==> src/rtl/ws2812_rz_decoder_if.sv <==
// Decoded-word stream and frame status leaving the WS2812 RZ receiver.
// Latency: n/a (signal bundle only). Backpressure: data_ready from the consumer stalls the single-entry output.
interface ws2812_rz_decoder_if;
    logic        data_valid;
    logic        data_ready;
    logic [23:0] RGB;
    logic        frame_end;
    logic [15:0] frame_len;
    logic        overflow;
    logic        err;

    modport master (
        output data_valid, RGB, frame_end, frame_len, overflow, err,
        input  data_ready
    );

    modport slave (
        input  data_valid, RGB, frame_end, frame_len, overflow, err,
        output data_ready
    );
endinterface

==> src/rtl/ws2812_rz_decoder.sv <==
// WS2812 RZ line receiver: classifies pulse widths into bits, packs 24-bit words MSB first, flags latch gaps.
// Latency: word valid 3 clk after the pin falling edge of bit 24 (2-FF synchronizer + state update).
// Backpressure: one-entry output; a word completing while the entry is held and not accepted is dropped with overflow.
module ws2812_rz_decoder #(
    parameter int T_THRESH   = 28,
    parameter int GLITCH_CYC = 5,
    parameter int MAX_HIGH   = 100,
    parameter int RESET_CYC  = 2500
) (
    input  logic                       clk,
    input  logic                       rst,
    input  logic                       RZ_data,
    ws2812_rz_decoder_if.master        out_if
);
    localparam logic [11:0] TH_C  = 12'(T_THRESH);
    localparam logic [11:0] GL_C  = 12'(GLITCH_CYC);
    localparam logic [11:0] MAX_C = 12'(MAX_HIGH);
    localparam logic [11:0] RST_C = 12'(RESET_CYC);

    typedef enum logic [1:0] {SYNC, IDLE, HIGH, LOW} state_t;

    state_t      state;
    logic        rz_s1, rz_s2;
    logic [11:0] hcnt, lcnt;
    logic [4:0]  bit_cnt;
    logic [15:0] pix_cnt;
    logic [22:0] sreg;

    logic        data_valid_q, frame_end_q, overflow_q, err_q;
    logic [23:0] rgb_q;
    logic [15:0] frame_len_q;

    logic [11:0] hcnt_inc, lcnt_inc;
    logic [15:0] pix_inc;
    logic [23:0] word;
    logic        handshake;

    assign hcnt_inc  = (hcnt == 12'hFFF) ? hcnt : hcnt + 12'd1;
    assign lcnt_inc  = (lcnt == 12'hFFF) ? lcnt : lcnt + 12'd1;
    assign pix_inc   = (pix_cnt == 16'hFFFF) ? pix_cnt : pix_cnt + 16'd1;
    assign word      = {sreg, (hcnt >= TH_C)};
    assign handshake = data_valid_q && out_if.data_ready;

    always_ff @(posedge clk) begin
        if (rst) begin
            state        <= SYNC;
            rz_s1        <= 1'b0;
            rz_s2        <= 1'b0;
            hcnt         <= '0;
            lcnt         <= '0;
            bit_cnt      <= '0;
            pix_cnt      <= '0;
            sreg         <= '0;
            data_valid_q <= 1'b0;
            rgb_q        <= '0;
            frame_end_q  <= 1'b0;
            frame_len_q  <= '0;
            overflow_q   <= 1'b0;
            err_q        <= 1'b0;
        end else begin
            rz_s1       <= RZ_data;
            rz_s2       <= rz_s1;
            frame_end_q <= 1'b0;
            overflow_q  <= 1'b0;
            err_q       <= 1'b0;
            // A completion below overrides this clear in the same cycle.
            if (handshake)
                data_valid_q <= 1'b0;

            case (state)
                SYNC: begin
                    if (rz_s2) begin
                        lcnt <= '0;
                    end else begin
                        lcnt <= lcnt_inc;
                        if (lcnt_inc == RST_C) begin
                            state   <= IDLE;
                            bit_cnt <= '0;
                            pix_cnt <= '0;
                        end
                    end
                end
                IDLE: begin
                    bit_cnt <= '0;
                    pix_cnt <= '0;
                    if (rz_s2) begin
                        hcnt  <= 12'd1;
                        state <= HIGH;
                    end
                end
                HIGH: begin
                    if (rz_s2) begin
                        hcnt <= hcnt_inc;
                        if (hcnt_inc == MAX_C) begin
                            err_q   <= 1'b1;
                            state   <= SYNC;
                            lcnt    <= '0;
                            bit_cnt <= '0;
                        end
                    end else if (hcnt < GL_C) begin
                        err_q   <= 1'b1;
                        state   <= SYNC;
                        lcnt    <= '0;
                        bit_cnt <= '0;
                    end else begin
                        sreg  <= word[22:0];
                        lcnt  <= 12'd1;
                        state <= LOW;
                        if (bit_cnt == 5'd23) begin
                            bit_cnt <= '0;
                            pix_cnt <= pix_inc;
                            if (data_valid_q && !out_if.data_ready) begin
                                overflow_q <= 1'b1;
                            end else begin
                                rgb_q        <= word;
                                data_valid_q <= 1'b1;
                            end
                        end else begin
                            bit_cnt <= bit_cnt + 5'd1;
                        end
                    end
                end
                LOW: begin
                    if (rz_s2) begin
                        hcnt  <= 12'd1;
                        state <= HIGH;
                    end else begin
                        lcnt <= lcnt_inc;
                        if (lcnt_inc == RST_C) begin
                            frame_end_q <= 1'b1;
                            frame_len_q <= pix_cnt;
                            err_q       <= (bit_cnt != 5'd0);
                            state       <= IDLE;
                            bit_cnt     <= '0;
                            pix_cnt     <= '0;
                        end
                    end
                end
                default: state <= SYNC;
            endcase
        end
    end

    assign out_if.data_valid = data_valid_q;
    assign out_if.RGB        = rgb_q;
    assign out_if.frame_end  = frame_end_q;
    assign out_if.frame_len  = frame_len_q;
    assign out_if.overflow   = overflow_q;
    assign out_if.err        = err_q;
endmodule
==> src/flat_wrapper.sv <==
// flat-port wrapper written by rule: the top's interface ports become plain ports
module ws2812_rz_decoder_flat 
#(
    parameter int T_THRESH   = 28,
    parameter int GLITCH_CYC = 5,
    parameter int MAX_HIGH   = 100,
    parameter int RESET_CYC  = 2500
)
  (clk, rst, RZ_data, out_if_data_valid, out_if_RGB, out_if_frame_end, out_if_frame_len, out_if_overflow, out_if_err, out_if_data_ready);
  ws2812_rz_decoder_if out_if_i ();
  input  logic clk;
  input  logic rst;
  input  logic RZ_data;
  output wire logic [$bits(out_if_i.data_valid)-1:0] out_if_data_valid;
  output wire logic [$bits(out_if_i.RGB)-1:0] out_if_RGB;
  output wire logic [$bits(out_if_i.frame_end)-1:0] out_if_frame_end;
  output wire logic [$bits(out_if_i.frame_len)-1:0] out_if_frame_len;
  output wire logic [$bits(out_if_i.overflow)-1:0] out_if_overflow;
  output wire logic [$bits(out_if_i.err)-1:0] out_if_err;
  input wire logic [$bits(out_if_i.data_ready)-1:0] out_if_data_ready;
  assign out_if_data_valid = out_if_i.data_valid;
  assign out_if_RGB = out_if_i.RGB;
  assign out_if_frame_end = out_if_i.frame_end;
  assign out_if_frame_len = out_if_i.frame_len;
  assign out_if_overflow = out_if_i.overflow;
  assign out_if_err = out_if_i.err;
  assign out_if_i.data_ready = out_if_data_ready;
  ws2812_rz_decoder #(.T_THRESH(T_THRESH), .GLITCH_CYC(GLITCH_CYC), .MAX_HIGH(MAX_HIGH), .RESET_CYC(RESET_CYC)) u_core (.clk(clk), .rst(rst), .RZ_data(RZ_data), .out_if(out_if_i));
endmodule
==> config.mk <==
export PLATFORM = sky130hd
export DESIGN_NAME = ws2812_rz_decoder_flat
export DESIGN_NICKNAME = d
export VERILOG_FILES = /design/src/rtl/ws2812_rz_decoder_if.sv /design/src/rtl/ws2812_rz_decoder.sv /design/src/flat_wrapper.sv
export SDC_FILE = /design/constraint.sdc
export NUM_CORES = 1
export LEC_CHECK = 0
export CORE_MARGIN = 4
export CORE_UTILIZATION = 43
export DETAILED_ROUTE_END_ITERATION = 8
export PLACE_DENSITY = 0.74
export REMOVE_ABC_BUFFERS = 1
export SETUP_SLACK_MARGIN = 0.02
export SLEW_MARGIN = 20
export SYNTH_ARGS = -nofsm -noshare
export SYNTH_HDL_FRONTEND = slang
export SYNTH_SLANG_ARGS = --single-unit
==> constraint.sdc <==
create_clock -name clk -period 3.11 [get_ports clk]
set_clock_uncertainty 0.2 [all_clocks]
set_input_delay 0.622 -clock clk [delete_from_list [all_inputs] [get_ports clk]]
set_output_delay 0.622 -clock clk [all_outputs]
set_load 0.02 [all_outputs]
==> results.json <==
{
  "outcome": "finished clean",
  "io_pins": 48,
  "leakagePower_nw": 2.44,
  "worstSetupPathType": "reg2reg",
  "powerDensity_nw_per_um2": 505,
  "fp.coreArea_um2": 12800,
  "wl_per_cell_um": 15.1,
  "final_util_pct": 55.5,
  "ys_warn_count": 0,
  "numPlacedInstances": 900,
  "yosysTopAreaCell": "dfxtp_1",
  "hold_viol_final": 0,
  "ant_nets": 0,
  "syn_area_um2": 5660,
  "synth-edff-count": 0,
  "final.min_clock_period_ns": 2.99,
  "multi_input_area_um2": 3110,
  "htree_levels": 4,
  "cp_data_arrival_time_ns": 3.10,
  "vdd_ir_drop_max_mv": 0.260,
  "cts_buffer_depth": 2,
  "stdcell_count": 932,
  "seq_area_frac_synth_pct": 41.0,
  "ys_ff_latch": 116,
  "insertion_delay_ns": 0.41,
  "drv_cap": 0,
  "cp.required_ns": 3.22,
  "ff_latch_area_um2": 2330,
  "cts_buffers": 17,
  "worst_slack_ns": 0.122,
  "hold_buffers": 0,
  "syn_area_per_cell_um2": 8.15,
  "postSynthCellCount": 695,
  "antenna_found_initial": 0,
  "wirelength_um": 14100,
  "setup_violations": 0,
  "setup_tns_ns": 0,
  "grt_pass1_vias": 5079,
  "num_vias": 5363,
  "cts_root_buffer": "clkbuf_16",
  "worstMarginPinSlew_ns": 0.630,
  "clk_transition_reported_paths_ns": 0.05,
  "dieArea_um2": 15100,
  "die_w_um": 123,
  "drt_pass1_iterations": 9,
  "num_rows": 41,
  "finalPower_mw": 3.58,
  "drc": 0,
  "ys.flop_type": "dfxtp_1",
  "area_growth_pct": 25.3,
  "overflow": 0,
  "hold_class": "reg2reg",
  "end_kind": "flop",
  "drt_iter0_markers": 466,
  "num_antenna_cells": 0,
  "post-route-period-util_pct": 96.1,
  "rsz0062_at_grt": "yes",
  "hpwl_um": 9310,
  "grt_max_degree": 37,
  "synthTopCellsByCount": "116 x dfxtp_1, 115 x nand2_1, 85 x a21oi_1",
  "chipHeight_um": 123,
  "cts_tree": "yes",
  "relSlewSlack_pct": 58.0,
  "yosysMostFrequentCell": "dfxtp_1",
  "grt_pass1_wl_um": 24000,
  "clock-sinks": 116,
  "fmax_mhz": 335,
  "drive_gt1_share_pct": 13.7,
  "synth-async-reset-ratio_pct": 0,
  "nFillCells": 1080,
  "worstSetupStartpointType": "flop",
  "port_buffers": 47,
  "synthDistinctLibCells": 73,
  "place_ws_ns": 0.0368,
  "finalNetCount": 764,
  "vias_per_cell": 5.75,
  "synthTopCellsByArea": "dfxtp_1 41%, nand2_1 7.6%, a21oi_1 7.5%, nor2_1 3.2%, mux2i_1 3.2%",
  "cp_max_fo": 5,
  "place_congestion": 0.944,
  "start_util_pct": 44.3,
  "final-max-slew-violation-count": 0,
  "netlist.area_leader.share_pct": 41.0,
  "track_usage_pct": 19.6
}
## through the flow
step | area [um2] | hold WS [ns]
floorplan | 5390 | 0.214
global placement | 6330 | 0.232
detailed placement | 6330 | 0.243
CTS | 6950 | 0.254
global route | 7100 | 0.267
finish | 7100 | 0.251
## final cells by class
class	instances	area share, %
multi-input cells	509	43.9
flip-flops and latches	116	32.9
repair buffers	81	10.4
clock buffers	20	6.30
well taps	172	3.03
clock inverters	10	2.22
inverters	24	1.27
## cells in the final DEF, fill, tap and decap left out, types with 12 or more instances in the layout
| master | count |
|---|---|
| nand2_1 | 115 |
| dfxtp_1 | 108 |
| a21oi_1 | 85 |
| nor2_1 | 49 |
| clkdlybuf4s50_1 | 46 |
| buf_4 | 33 |
| o21ai_0 | 29 |
| inv_1 | 24 |
| nor3_1 | 18 |
| nand4_1 | 17 |
| mux2i_1 | 17 |
| clkbuf_16 | 17 |
| nand3_1 | 14 |
| or3_1 | 12 |
## flip-flops by register name, indices dropped and copies added (netlist names), 2 cells and up
| signal | cells |
|---|---|
| u_core.out_if.frame_len | 16 |
| u_core.state | 2 |
| u_core.bit_cnt | 5 |
| u_core.out_if.RGB | 24 |
| u_core.sreg | 23 |
| u_core.pix_cnt | 16 |
| u_core.hcnt | 12 |
| u_core.lcnt | 12 |
## per-layer routing
metal	GRT usage [%]	vias to the layer above	share of wire, %
met5	0	-	0
met4	9.31	0	2.2
met3	4.47	33	6.3
met2	29.9	191	46
met1	26.2	2510	45
li1	-	2629	-
## timing repair
| item | CTS | global route |
|---|---|---|
| setup endpoints to repair | 2 | 49 |
| setup buffers | 0 | 2 |
| cloned | 0 | 0 |
| pin swaps | 0 | 5 |
| gates resized for setup | 2 | 28 |
## cells by family after synthesis
kind of cell,after synthesis,synth area share (%)
simple gates,289,25.7
xor+xnor,4,0.619
compound gates,186,20.5
mux,19,3.38
fa+ha+maj,11,2.43
buf+inv,70,6.34
flops,116,41.0
## report_power, final
| part | switching (mW) | internal, mW | leakage (nW) | total [mW] |
|---|---|---|---|---|
| registers | 0.00557 | 1.49 | 0.939 | 1.50 |
| clock network | 0.652 | 1.35 | 0.299 | 2.00 |
| logic | 0.0542 | 0.0305 | 1.20 | 0.0848 |
| total | 0.712 | 2.87 | 2.44 | 3.58 |
## critical path: stages (launching register included)
cell	delay (ns)
dfxtp_1	0.37
ha_4	0.19
nand4_4	0.17
buf_4	0.20
o21ai_0	0.23
mux2i_2	0.17
or4b_4	0.53
a211o_1	0.33
a32o_1	0.27
a31o_1	0.21
## path summary, 6_finish.rpt
path | startpoint | endpoint | slack (ns) | cells past startpoint
setup / recovery | u_core.lcnt[0]$_SDFFE_PP0P_ | u_core.state[1]$_SDFFE_PP0P_ | 0.12 | 9
hold / removal | u_core.rz_s1$_SDFF_PP0_ | u_core.rz_s2$_SDFF_PP0_ | 0.25 | 1
setup reg to reg | u_core.lcnt[0]$_SDFFE_PP0P_ | u_core.state[1]$_SDFFE_PP0P_ | 0.12 | 9
hold reg to reg | u_core.rz_s1$_SDFF_PP0_ | u_core.rz_s2$_SDFF_PP0_ | 0.25 | 1
Note: power is estimated with default switching activity, not from simulation.
